### config.mk
export PLATFORM = sky130hd
export DESIGN_NAME = uart_rx_fsm
export DESIGN_NICKNAME = d
export VERILOG_FILES = /design/src/rtl/uart_rx_fsm.sv
export SDC_FILE = /design/constraint.sdc
export NUM_CORES = 1
export LEC_CHECK = 0
export BUFFER_PORTS_ARGS = -buffer_cell sky130_fd_sc_hd__buf_2
export CORE_MARGIN = 4
export CORE_UTILIZATION = 45
export DETAILED_ROUTE_END_ITERATION = 8
export GPL_ROUTABILITY_DRIVEN = 0
export GPL_TIMING_DRIVEN = 0
export PLACE_DENSITY = 0.72
export SLEW_MARGIN = 20
export SYNTH_ARGS = -nofsm -noshare
export SYNTH_HDL_FRONTEND = slang
export SYNTH_SLANG_ARGS = --single-unit
export TNS_END_PERCENT = 10
### constraint.sdc
create_clock -name clk -period 3.46 [get_ports clk]
set_input_delay 0.173 -clock clk [delete_from_list [all_inputs] [get_ports clk]]
set_output_delay 0.173 -clock clk [all_outputs]
set_load 0.005 [all_outputs]
### src/rtl/uart_rx_fsm.sv
// uart_rx_fsm: oversampled UART receiver, start + DATA_BITS (LSB first) + stop.
// Define UART_RX_PARITY_EN to expect an even-parity bit between the data and stop bits.
module uart_rx_fsm #(
   parameter int OVERSAMPLE = 16,
   parameter int DATA_BITS  = 8
) (
   input  logic                 clk,
   input  logic                 rst,
   input  logic                 rx_en,
   input  logic                 RxD,
   output logic [DATA_BITS-1:0] rx_data,
   output logic                 rx_valid,
   output logic                 framing_err,
   output logic                 parity_err,
   output logic                 busy
);

   localparam int TW = $clog2(OVERSAMPLE);
   localparam int BW = $clog2(DATA_BITS);
   localparam logic [TW-1:0] TICK_MID  = TW'(OVERSAMPLE / 2 - 1);
   localparam logic [TW-1:0] TICK_LAST = TW'(OVERSAMPLE - 1);
   localparam logic [BW-1:0] BIT_LAST  = BW'(DATA_BITS - 1);

   typedef enum logic [3:0] {
      IDLE   = 4'd0,
      START  = 4'd1,
      DATA   = 4'd2,
      PARITY = 4'd3,
      STOP   = 4'd4,
      BREAK  = 4'd5
   } state_t;

   state_t               state_q, state_d;
   logic [3:0]           STATE;
   logic                 rxd_meta_q, rxd_meta_d;
   logic                 rxd_s_q, rxd_s_d;
   logic [TW-1:0]        tick_cnt_q, tick_cnt_d;
   logic [BW-1:0]        bit_cnt_q, bit_cnt_d;
   logic [DATA_BITS-1:0] shift_q, shift_d;
   logic [DATA_BITS-1:0] rx_data_q, rx_data_d;
   logic                 rx_valid_q, rx_valid_d;
   logic                 framing_err_q, framing_err_d;
`ifdef UART_RX_PARITY_EN
   logic                 par_bit_q, par_bit_d;
   logic                 parity_err_q, parity_err_d;
`endif

   always_comb begin
      rxd_meta_d    = RxD;
      rxd_s_d       = rxd_meta_q;
      state_d       = state_q;
      tick_cnt_d    = tick_cnt_q;
      bit_cnt_d     = bit_cnt_q;
      shift_d       = shift_q;
      rx_data_d     = rx_data_q;
      rx_valid_d    = 1'b0;
      framing_err_d = 1'b0;
`ifdef UART_RX_PARITY_EN
      par_bit_d     = par_bit_q;
      parity_err_d  = 1'b0;
`endif
      case (state_q)
         IDLE: begin
            if (!rxd_s_q) begin
               state_d    = START;
               tick_cnt_d = '0;
            end
         end
         // Half a bit into the start bit: a line that is high again was a glitch.
         START: begin
            if (rx_en) begin
               if (tick_cnt_q == TICK_MID) begin
                  tick_cnt_d = '0;
                  if (!rxd_s_q) begin
                     state_d   = DATA;
                     bit_cnt_d = '0;
                  end else begin
                     state_d = IDLE;
                  end
               end else begin
                  tick_cnt_d = tick_cnt_q + 1'b1;
               end
            end
         end
         DATA: begin
            if (rx_en) begin
               tick_cnt_d = tick_cnt_q + 1'b1;
               if (tick_cnt_q == TICK_LAST) begin
                  shift_d = {rxd_s_q, shift_q[DATA_BITS-1:1]};
                  if (bit_cnt_q == BIT_LAST) begin
`ifdef UART_RX_PARITY_EN
                     state_d = PARITY;
`else
                     state_d = STOP;
`endif
                  end else begin
                     bit_cnt_d = bit_cnt_q + 1'b1;
                  end
               end
            end
         end
`ifdef UART_RX_PARITY_EN
         PARITY: begin
            if (rx_en) begin
               tick_cnt_d = tick_cnt_q + 1'b1;
               if (tick_cnt_q == TICK_LAST) begin
                  par_bit_d = rxd_s_q;
                  state_d   = STOP;
               end
            end
         end
`endif
         // Returning to IDLE at mid stop bit leaves half a bit to catch the next start edge.
         STOP: begin
            if (rx_en) begin
               tick_cnt_d = tick_cnt_q + 1'b1;
               if (tick_cnt_q == TICK_LAST) begin
                  tick_cnt_d = '0;
                  if (rxd_s_q) begin
                     rx_data_d  = shift_q;
                     rx_valid_d = 1'b1;
`ifdef UART_RX_PARITY_EN
                     parity_err_d = (^shift_q) ^ par_bit_q;
`endif
                     state_d = IDLE;
                  end else begin
                     framing_err_d = 1'b1;
                     state_d       = BREAK;
                  end
               end
            end
         end
         BREAK: begin
            if (rxd_s_q) begin
               state_d    = IDLE;
               tick_cnt_d = '0;
            end
         end
         default: begin
            state_d    = IDLE;
            tick_cnt_d = '0;
         end
      endcase
   end

   always_ff @(posedge clk) begin
      if (!rst) begin
         rxd_meta_q    <= 1'b1;
         rxd_s_q       <= 1'b1;
         state_q       <= IDLE;
         tick_cnt_q    <= '0;
         bit_cnt_q     <= '0;
         shift_q       <= '0;
         rx_data_q     <= '0;
         rx_valid_q    <= 1'b0;
         framing_err_q <= 1'b0;
`ifdef UART_RX_PARITY_EN
         par_bit_q     <= 1'b0;
         parity_err_q  <= 1'b0;
`endif
      end else begin
         rxd_meta_q    <= rxd_meta_d;
         rxd_s_q       <= rxd_s_d;
         state_q       <= state_d;
         tick_cnt_q    <= tick_cnt_d;
         bit_cnt_q     <= bit_cnt_d;
         shift_q       <= shift_d;
         rx_data_q     <= rx_data_d;
         rx_valid_q    <= rx_valid_d;
         framing_err_q <= framing_err_d;
`ifdef UART_RX_PARITY_EN
         par_bit_q     <= par_bit_d;
         parity_err_q  <= parity_err_d;
`endif
      end
   end

   assign STATE       = state_q;
   assign busy        = (STATE != 4'd0);
   assign rx_data     = rx_data_q;
   assign rx_valid    = rx_valid_q;
   assign framing_err = framing_err_q;
`ifdef UART_RX_PARITY_EN
   assign parity_err  = parity_err_q;
`else
   assign parity_err  = 1'b0;
`endif

endmodule

Word-level counts from Yosys, hierarchy flattened
Cells that the tools add are included.

Add/sub/neg operators: 2. $mul: 0. Div/mod/pow operators: 0. $lt $le $gt $ge: 0. Equality and inequality tests: 18. Shift operators: 0. Muxes and demuxes: 28. Bitwise operators: 0. Reduce and logical (&&, ||, !) cells: 9.

Operators by type and width (count): two-way mux 4 bit (15); one-hot mux 4 bit (5 select lines) (2); inequality test 2 bit, second input constant (11); two-way mux 3 bit (7); equality test 4 x 3 -> 1 bit, second input constant (3); AND reduction 9 bit (1); AND reduction 4 bit (2); AND reduction 7 bit (1); one-hot mux 3 bit (2 select lines) (1); AND reduction 5 bit (1); adder 4 x 1 -> 4 bit, second input constant (1); equality test 4 x 1 -> 1 bit, second input constant (1); equality test 4 x 2 -> 1 bit, second input constant (1); equality test 4 bit, second input constant (1); zero test 4 bit (1); nonzero test 4 bit (1); adder 3 x 1 -> 3 bit, second input constant (1); equality test 3 bit, second input constant (1); AND reduction 3 bit (1); two-way mux 1 bit (2); two-way mux 2 bit (1); nonzero test 2 bit (1).

Register bits after elaboration: 31. Bits in latches: 0. Memory bits (writable): 0. Bits in read-only memories: 0. Word-level logic and storage cells: 66. Memories: 0.

Logic depth before layout (Yosys ltp)
Gate-level depths: netlist of run 1.

Depth after elaboration: 5. Depth in mapped cells: 7.

Worst setup path after synthesis of run 1
Ideal clock, no wire load.

Kind: register -> register. From: register bit_cnt_q[0]. To: register bit_cnt_q[0]. Library setup time: 0.116 ns. Arrival time: 1.520 ns. Data required time: 3.344 ns. Slack: 1.824 ns. Stages on the path, launching flop included: 8. Period minus slack after synthesis: 1.636 ns. Cell sequence: dfxtp_1 ha_1 ha_1 nor3b_1 a21oi_1 nor4bb_4 mux2i_1 nor2b_1.

Word-level cells in the longest chain between the ends: 5. Elaborated cells on any way between the ends: 8.

RTL lines: start, declared (RTL line 38) `logic [BW-1:0] bit_cnt_q, bit_cnt_d;`; start signal, assigned (RTL line 166) `bit_cnt_q <= bit_cnt_d;`; adder 3 x 1 -> 3 bit (RTL line 97) `bit_cnt_d = bit_cnt_q + 1'b1;`; two-way mux 3 bit (RTL line 90) `if (bit_cnt_q == BIT_LAST) begin`; two-way mux 3 bit (RTL line 88) `if (tick_cnt_q == TICK_LAST) begin`; two-way mux 3 bit (RTL line 86) `if (rx_en) begin`; one-hot mux 3 bit (2 select lines) (RTL line 62) `case (state_q)`.

Parallel ways exist; a longest one is shown, timed or not. The select of a mux whose other input is x is not followed. A chain may end at the register's enable or synchronous reset.

Worst setup path after layout of run 1
From: register tick_cnt_q[0]. To: register rx_data_q[6], in the netlist rx_data[6].

Word-level cells in the longest chain between the ends: 2.

RTL lines: start, declared (RTL line 37) `logic [TW-1:0] tick_cnt_q, tick_cnt_d;`; start signal, assigned (RTL line 165) `tick_cnt_q <= tick_cnt_d;`; equality test 4 bit (RTL line 117) `if (tick_cnt_q == TICK_LAST) begin`; AND reduction 4 bit (no source line); end signal, assigned (RTL line 168) `rx_data_q <= rx_data_d;`; end, declared (RTL line 40) `logic [DATA_BITS-1:0] rx_data_q, rx_data_d;`.

No other way between the ends.

==> results of run 1 <==
-- final timing paths --
| kind | startpoint | end | slack, ns | cells after the start |
|---|---|---|---|---|
| min | RxD | rxd_meta_q | 0.03 | 2 |
| max reg2reg | tick_cnt_q[0] | rx_data[6] | 1.64 | 6 |
| max | tick_cnt_q[0] | rx_data[6] | 1.64 | 6 |
| min reg2reg | rxd_meta_q | rxd_s_q | 0.43 | 1 |
-- through the flow --
| stage | power [mW] | cell area [um^2] | instances |
|---|---|---|---|
| after detailed placement | 0.4272 | 1637 | 212 |
| after floorplan | 0.4135 | 1516 | 155 |
| after global placement | 0.4251 | 1637 | 212 |
| after CTS | 0.7094 | 1718 | 219 |
| after global routing | 0.7357 | 1718 | 219 |
| final | 0.7013 | 1718 | 219 |
-- cell usage after synthesis (all sizes together), types with 2 or more instances --
| cell type | count |
|---|---|
| nand2 | 12 |
| nor2b | 18 |
| xor2 | 2 |
| nor3b | 3 |
| mux2i | 19 |
| nand3 | 8 |
| o21ai | 6 |
| clkbuf | 5 |
| o22ai | 2 |
| a32oi | 2 |
| dfxtp | 30 |
| nor2 | 8 |
| nand4 | 2 |
| nor3 | 2 |
| nand2b | 6 |
| buf | 8 |
| ha | 3 |
| a21boi | 2 |
-- state kept, by name, indices dropped and copies added (netlist names) --
| register | cells |
|---|---|
| STATE | 3 |
| bit_cnt_q | 3 |
| framing_err | 1 |
| rx_data | 8 |
| rx_valid | 1 |
| rxd_meta_q | 1 |
| rxd_s_q | 1 |
| shift_q | 8 |
| tick_cnt_q | 4 |
-- layer usage --
layer | GRT usage, % | vias up | wire length (um)
met2 | 23.78 | 28 | 1264
met4 | 6.091 | 0 | 89
li1 | - | 579 | -
met5 | 0 | - | 0
met3 | 5.782 | 10 | 155
met1 | 17.90 | 530 | 1314
-- logic make-up after synthesis --
kind of cell	after synthesis	synth area share [%]
AO/OA/AOI/OAI	20	10.40
XOR/XNOR	3	1.733
adder cells (fa/ha/maj)	3	2.476
buffers and inverters	14	6.930
flip-flops	30	39.60
multiplexers	19	12.54
other	1	0.2473
AND/OR/NAND/NOR	65	26.07
-- worst max-delay path, stage by stage, from the launching register on --
cell	delay, ns
dfxtp_1	0.38
ha_1	0.31
nand4_2	0.22
nor4b_2	0.29
buf_4	0.24
mux2i_1	0.22
nor2b_1	0.06
-- layout by cell type, fill, tap and decap left out, drive strengths merged, types with 3 or more instances in the layout --
master  synthesis  layout
mux2i          19      19
nand2          12      12
nor2b          18      18
ha              3       3
nand2b          6       6
nor2            8       8
nand3           8       8
o21ai           6       6
dfxtp          30      30
buf             8      21
clkbuf          5      11
nor3b           3       3
-- where the power goes --
group	switching, mW	internal (mW)	total (mW)
clock network	0.113	0.168	0.281
registers	0.00222	0.348	0.350
logic	0.0359	0.0341	0.0700
-- area by class of cell --
cell class / count / area (um^2)
inverter: 1 / 3.754
multi-input combinational: 111 / 810.8
clock buffer: 6 / 51.30
clock inverter: 1 / 30.03
fill: 271 / 1410
buffer: 13 / 101.3
sequential: 30 / 600.6
tap: 44 / 55.05
timing repair buffer: 13 / 65.06
==> impl_metrics.csv, run 1 <==
group,metric,value,unit
cts,clock_sinks,30,
placed_design,port_buffers,13,
die,start_util,48.48,%
synthesis,ys.flop_type,"dfxtp_1",
grt,grt_pass1_vias,1159,
detailed_routing,post-route-drc-count,0,
synthesis,yosysSeqAreaShare,39.60,%
cts,numCtsBuffers,5,
sta,finalCritPeriodShare,52.58,%
flow_run,drv_cap,0,
setup_path,endpoint_kind,"register",
grt,gr-total-overflow,0,
synthesis,async_flop_share,0,%
detailed_routing,avgRoutedWirePerCell,12.89,um
synthesis,synthesis.area,1516,um^2
detailed_routing,firstDrtPassIters,4,
synthesis,synth_fp_nets,162,
detailed_routing,vias,1147,
finish,postLayoutCoreUtil,54.92,%
pwr,cellPowerDensity,408.2,nW/um^2
synthesis,synth.top_cells.by_area,"dfxtp_1 (40%), mux2i_1 (13%), nor2b_1 (7.4%)",
sta,rsz0062_at_grt,"false",
synthesis,synth_warnings,0,
synthesis,syn_area_per_cell,9.784,um^2
die,io_pins,16,
sta,fin_crit,1.819,ns
setup_path,cp_max_fo,8,
die,fp.coreArea,3128,um^2
grt,grt_max_degree,11,
die,die_area,4363,um^2
setup_path,critPathKind,"reg2reg",
pwr,ir_worst_vdd,0.0002117,V
die,fp.dieW,66.05,um
cts,cts_tree,"done",
sta,fmax,549.6,MHz
sta,worst_slack,1.641,ns
status,status,"complete, no violations",
detailed_routing,drtAntennaViolNets,0,
setup_path,cp.arrival,2.04,ns
finish,syn_to_final_growth,13.28,%
synthesis,synth_edf_count,0,
grt,grt_usage,14.93,%
synthesis,synth_cell_type_count,43,
placed_design,place_ws,1.654,ns
placed_design,hpwl,2.032,mm
detailed_routing,drt_wl_total,2.824,mm
cts,clockBufferDepth,2,
synthesis,synth-seq-cells,30,
cts,ctsHtreeMaxLevel,2,
synthesis,yosysTopAreaCell,"dfxtp_1",
finish,diodes,0,
setup_path,startpoint_type,"register",
setup_path,critPathRequiredTime,3.68,ns
grt,antenna_found_initial,0,
sta,setup_viol,0,
sta,finalSetupTns,0,ns
cts,cts-resized-gates,0,
cts,post_cts.repair.setup_buffers,0,
hold_path,hold_path_class,"in2reg",
synthesis,synthCells,155,
cts,root_buffer,"clkbuf_4",
sta,finClkSkew,0.008250,ns
synthesis,synth_top_area_share,39.60,%
cts,clk_pin_slew,0.09,ns
pwr,p_leak,0.6247,nW
cts,clock_latency,0.32,ns
die,row_count,20,
finish,nNetsFinal,182,
detailed_routing,drtIter0Drc,39,
finish,drive_gt1_share,22.86,%
sta,hold_ws,0.03022,ns
die,die_y,66.05,um
cts,cts_hold_buf,0,
grt,grt_pass1_wl,5.043,mm
sta,slew_viol_final,0,
detailed_routing,vias_per_cell,5.237,
sta,hold_viol,0,
Power figures use the tool's default switching activity.
==> run 2, diff against run 1 <==
--- a/config.mk
+++ b/config.mk
@@ -11,7 +11,7 @@
 export DETAILED_ROUTE_END_ITERATION = 8
 export GPL_ROUTABILITY_DRIVEN = 0
 export GPL_TIMING_DRIVEN = 0
-export PLACE_DENSITY = 0.72
+export PLACE_DENSITY = 0.74
 export SLEW_MARGIN = 20
 export SYNTH_ARGS = -nofsm -noshare
 export SYNTH_HDL_FRONTEND = slang
==> constraint.sdc (replaced) <==
create_clock -name clk -period 1.6 [get_ports clk]
set_input_delay 0.08 -clock clk [delete_from_list [all_inputs] [get_ports clk]]
set_output_delay 0.08 -clock clk [all_outputs]
set_load 0.005 [all_outputs]
==> impl_metrics.csv, run 2 (synthesized netlist as in run 1, its figures left out) <==
group,metric,value,unit
status,status,"finished with violations",
status,violations,"setup timing",
setup_path,cp_max_fo,8,
finish,nNetsFinal,183,
setup_path,endpoint_kind,"register",
placed_design,dpl-instance-area,1660,um^2
cts,cts_tree,"done",
die,start_util,48.48,%
finish,instances_no_fill,220,
setup_path,startpoint_type,"register",
sta,finalCritPeriodShare,104.4,%
cts,post_cts.repair.setup_buffers,0,
detailed_routing,firstDrtPassIters,5,
placed_design,dp_cells,212,
setup_path,critPathKind,"reg2reg",
detailed_routing,post-route-drc-count,0,
setup_path,crit_chain,"buf_4 > and2b_2 > a222oi_1 > o21ai_1 > nand4_1 > o221ai_1",
setup_path,rr_startpoint,"STATE[2]",
sta,fmax,598.7,MHz
setup_path,cpMaxStageDelayCell,"a222oi_1",
hold_path,hold_path_class,"in2reg",
finish,fillers,279,
setup_path,r2r_slack,-0.07,ns
finish,fin_area,1814,um^2
cts,root_buffer,"clkbuf_4",
flow_run,drv_cap,0,
finish,drive_gt1_share,30.68,%
grt,grt_usage,16.78,%
detailed_routing,vias_per_cell,5.355,
setup_path,cp.arrival,1.86,ns
sta,fin_crit,1.670,ns
die,fp.dieW,66.05,um
grt,gr-total-overflow,0,
finish,diodes,0,
sta,finClkSkew,0.01382,ns
setup_path,crit_family,"compound AO/OA/AOI/OAI gates",
sta,slew_viol_final,0,
finish,final_cell_mix,"dfxtp_1 (25), mux2i_1 (19), nor2b_1 (18), buf_2 (14), nand2_1 (10)",
finish,mostFrequentLayoutCell,"dfxtp_1",
die,io_pins,16,
die,fp.coreArea,3128,um^2
cts,clock_sinks,30,
placed_design,hpwl,2.071,mm
setup_path,timing.critical_path.buf_inv,1,
cts,clk_pin_slew,0.10,ns
detailed_routing,drtAntennaViolNets,0,
sta,worst_slack,-0.07033,ns
cts,numCtsBuffers,5,
detailed_routing,vias,1178,
setup_path,critPathLaunch,"STATE[2]",
grt,grt_max_degree,11,
setup_path,critPathMaxStageDelay,0.37,ns
detailed_routing,drt_wl_total,3.109,mm
sta,rsz0062_at_grt,"true",
pwr,p_leak,0.6455,nW
setup_path,critPathRequiredTime,1.79,ns
grt,grt_pass1_wl,5.616,mm
sta,hold_viol,0,
pwr,cellPowerDensity,844.3,nW/um^2
die,row_count,20,
grt,antenna_found_initial,0,
cts,ctsHtreeMaxLevel,2,
sta,setup_viol,4,
cts,clockBufferDepth,2,
hold_path,hp-start,"rst",
finish,syn_to_final_growth,19.64,%
cts,clock_latency,0.32,ns
die,die_y,66.05,um
sta,hold_ws,0.06174,ns
die,die_area,4363,um^2
grt,grt_pass1_vias,1207,
pwr,ir_worst_vdd,0.0004485,V
detailed_routing,avgRoutedWirePerCell,14.13,um
detailed_routing,drtIter0Drc,86,
placed_design,port_buffers,13,
run 2: final cells by class:
cell class                      count  area, um^2  area share, %
Clock buffer                        6       51.30          2.828
Timing Repair Buffer               14       75.07          4.138
Tap cell                           44       55.05          3.034
Clock inverter                      1       30.03          1.655
Buffer                             13       105.1          5.793
Multi-Input combinational cell    111       882.1          48.62
Inverter                            1       3.754         0.2069
Sequential cell                    30       611.8          33.72
run 2: path summary, 6_finish.rpt:
check                        to  depth (start not counted)
setup reg to reg  tick_cnt_q[3]                          6
setup / recovery  tick_cnt_q[3]                          6
hold reg to reg         rxd_s_q                          1
hold / removal       rxd_meta_q                          2
run 2: through the flow:
step	util, %	setup TNS [ns]	total power [mW]	setup WS (ns)
final	58.00	-0.1800	1.532	-0.07033
after global placement	53.08	-0.9948	0.9214	-0.1129
after CTS	57.52	-0.1683	1.548	-0.08376
after global routing	58.00	-1.317	1.603	-0.1763
after detailed placement	53.08	-1.646	0.9263	-0.1535
after floorplan	-	0	0.8958	0.001159
run 2: worst reg2reg max path: stages, from the launching register on:
cell,delay (ns)
dfxtp_1,0.32
buf_4,0.16
and2b_2,0.24
a222oi_1,0.37
o21ai_1,0.17
nand4_1,0.14
o221ai_1,0.13
run 2: per-layer routing:
layer,routed length (um),track usage [%],vias up,share of wire (%)
met1,1327,19.38,558,43
met4,44,8.629,0,1.4
met5,0,0,-,0
li1,-,-,578,-
met2,1579,27.53,35,51
met3,157,5.442,7,5.0
run 2: timing repair:
item,in CTS,in global routing
resized for setup,11,7
endpoints found under the hold margin,1,0
pin swaps,6,7
hold buffers,1,0
setup endpoints to repair,24,27
run 2: power by group:
part           leakage, nW  switching, mW  total (mW)  internal, mW
Combinational        0.356         0.0860       0.164        0.0778
Clock               0.0443          0.250       0.613         0.363
Sequential           0.245        0.00512       0.755         0.750
Total                0.646          0.341        1.53          1.19
==> run 3, diff against run 2 <==
--- a/config.mk
+++ b/config.mk
@@ -6,11 +6,11 @@
 export NUM_CORES = 1
 export LEC_CHECK = 0
 export BUFFER_PORTS_ARGS = -buffer_cell sky130_fd_sc_hd__buf_2
+export CORE_ASPECT_RATIO = 1.5
 export CORE_MARGIN = 4
 export CORE_UTILIZATION = 45
 export DETAILED_ROUTE_END_ITERATION = 8
 export GPL_ROUTABILITY_DRIVEN = 0
-export GPL_TIMING_DRIVEN = 0
 export PLACE_DENSITY = 0.74
 export SLEW_MARGIN = 20
 export SYNTH_ARGS = -nofsm -noshare
==> impl_metrics.csv, run 3 (synthesized netlist as in run 1, its figures left out) <==
group,metric,value,unit
die,die_area,4382,um^2
pwr,clock_power_share,39.0,%
finish,postLayoutCoreUtil,59.33,%
detailed_routing,vias_per_cell,5.358,
sta,rsz0062_at_grt,"true",
setup_path,critPathLaunch,"bit_cnt_q[0]",
detailed_routing,drt_wl_total,3.134,mm
finish,instances_no_fill,226,
sta,worst_slack,-0.05923,ns
finish,drive_gt1_share,38.17,%
pwr,intPower,1.142,mW
finish,nNetsFinal,192,
pwr,cellPowerDensity,802.9,nW/um^2
finish,diodes,0,
setup_path,startpoint_type,"register",
sta,slew_viol_final,0,
status,status,"finished with violations",
sta,setup_viol,3,
detailed_routing,avgRoutedWirePerCell,13.87,um
status,violations,"setup timing",
setup_path,cp.arrival,1.83,ns
pwr,power.share.sequential,50.6,%
die,fp.dieW,55.40,um
sta,finalCritPeriodShare,103.7,%
setup_path,timing.critical_path.buf_inv,0,
die,start_util,47.53,%
cts,ctsHtreeMaxLevel,2,
setup_path,crit_family,"simple AND/OR/NAND/NOR gates",
pwr,p_sw,0.3777,mW
grt,grt_usage,15.66,%
setup_path,crit_chain,"ha_4 > ha_4 > nor3b_4 > a21oi_2 > nor4bb_4 > mux2i_1 > nor2b_1",
cts,clockBufferDepth,2,
grt,grt_max_degree,26,
cts,clock_sinks,30,
finish,final_cell_mix,"dfxtp_1 (21), buf_4 (20), mux2i_1 (19), nor2b_1 (18), buf_2 (14)",
sta,finClkSkew,0.002369,ns
die,fp.coreArea,3191,um^2
hold_path,hold_path_class,"in2reg",
die,row_count,25,
detailed_routing,drtIter0Drc,19,
detailed_routing,firstDrtPassIters,4,
pwr,combPwrFrac,10.4,%
placed_design,hpwl,2.238,mm
placed_design,dp_cells,215,
die,io_pins,16,
setup_path,rr_startpoint,"bit_cnt_q[0]",
placed_design,port_buffers,14,
sta,fmax,602.7,MHz
pwr,p_leak,0.6932,nW
setup_path,critPathMaxStageDelay,0.37,ns
cts,clock_latency,0.27,ns
placed_design,dpl-instance-area,1702,um^2
setup_path,cp_common_cell,"ha_4",
hold_path,hp-start,"rst",
sta,fin_crit,1.659,ns
setup_path,critPathKind,"reg2reg",
detailed_routing,drtAntennaViolNets,0,
grt,gr-total-overflow,0,
grt,grt_pass1_wl,5.568,mm
setup_path,cp_max_fo,5,
setup_path,endpoint_kind,"register",
detailed_routing,post-route-drc-count,0,
finish,fin_area,1893,um^2
setup_path,critPathRequiredTime,1.77,ns
cts,root_buffer,"clkbuf_8",
cts,clk_pin_slew,0.07,ns
flow_run,drv_cap,0,
die,die_y,79.10,um
finish,mostFrequentLayoutCell,"dfxtp_1",
cts,cts_tree,"done",
grt,antenna_found_initial,0,
cts,numCtsBuffers,5,
setup_path,cpMaxStageDelayCell,"nor4bb_4",
finish,syn_to_final_growth,24.84,%
sta,hold_viol,0,
detailed_routing,vias,1211,
pwr,swShare,24.85,%
grt,grt_pass1_vias,1257,
pwr,ir_worst_vdd,0.0005249,V
run 3: cell types whose count changed in the layout (fill, tap and decap cells not counted), moves of 2 or more:
cell	change
buf_4	+16
clkbuf_1	-3
clkbuf_4	-6
clkbuf_8	+4
dfxtp_1	-4
dfxtp_2	+5
nor3b_2	-2
o22ai_1	-2
o22ai_2	+2
run 3: path summary, 6_finish.rpt:
check            endpoint  slack, ns  depth (start not counted)
min reg2reg       rxd_s_q       0.43                          1
max          bit_cnt_q[0]      -0.06                          7
max reg2reg  bit_cnt_q[0]      -0.06                          7
min              STATE[2]       0.15                          3
run 3: area by class of cell:
class	instances	area, um^2
multi-input combinational	111	893.4
timing repair buffer	36	241.5
fill	274	1297
sequential	30	614.3
clock buffer	5	68.82
tap	40	50.05
inverter	1	3.754
clock inverter	3	21.27
run 3: timing repair:
item | CTS | global route
cloned | 0 | 0
pin swaps | 7 | 5
setup endpoints to repair | 26 | 25
resized for setup | 12 | 9
hold buffers | 1 | 0
setup buffers | 2 | 0
hold endpoints to repair | 1 | 0
run 3: metrics by stage:
| step | power (mW) | worst slack [ns] | setup TNS (ns) | hold WS (ns) |
|---|---|---|---|---|
| global route | 1.594 | -0.1281 | -1.007 | 0.1804 |
| finish | 1.520 | -0.05923 | -0.1057 | 0.1535 |
| CTS | 1.534 | -0.07851 | -0.1433 | 0.1492 |
| floorplan | 0.8958 | 0.001159 | 0 | 0.1815 |
| detailed placement | 0.9297 | -0.1411 | -1.646 | 0.2703 |
| global placement | 0.9240 | -0.05947 | -0.5257 | 0.2627 |
run 3: power by group through the flow:
stage | Combinational (mW) | Sequential (mW) | Clock, mW
global placement | 0.141 | 0.783 | 0
CTS | 0.154 | 0.769 | 0.612
floorplan | 0.122 | 0.774 | 0
finish | 0.158 | 0.769 | 0.593
global route | 0.174 | 0.771 | 0.649
detailed placement | 0.146 | 0.784 | 0
run 3: routing by layer:
metal | GRT usage, % | vias to the layer above | part of all wire (%)
met5 | 0 | - | 0
met4 | 7.299 | 0 | 1.7
met3 | 3.902 | 7 | 4.0
met2 | 28.67 | 31 | 54
met1 | 16.55 | 579 | 40
li1 | - | 594 | -
run 3: worst reg2reg max path: cells and delay by family (launching register included):
family	cells	cell delay, ns
multiplexers	1	0.22
flip-flops	1	0.34
AO/OA/AOI/OAI	1	0.07
AND/OR/NAND/NOR	3	0.61
adder cells (fa/ha/maj)	2	0.32
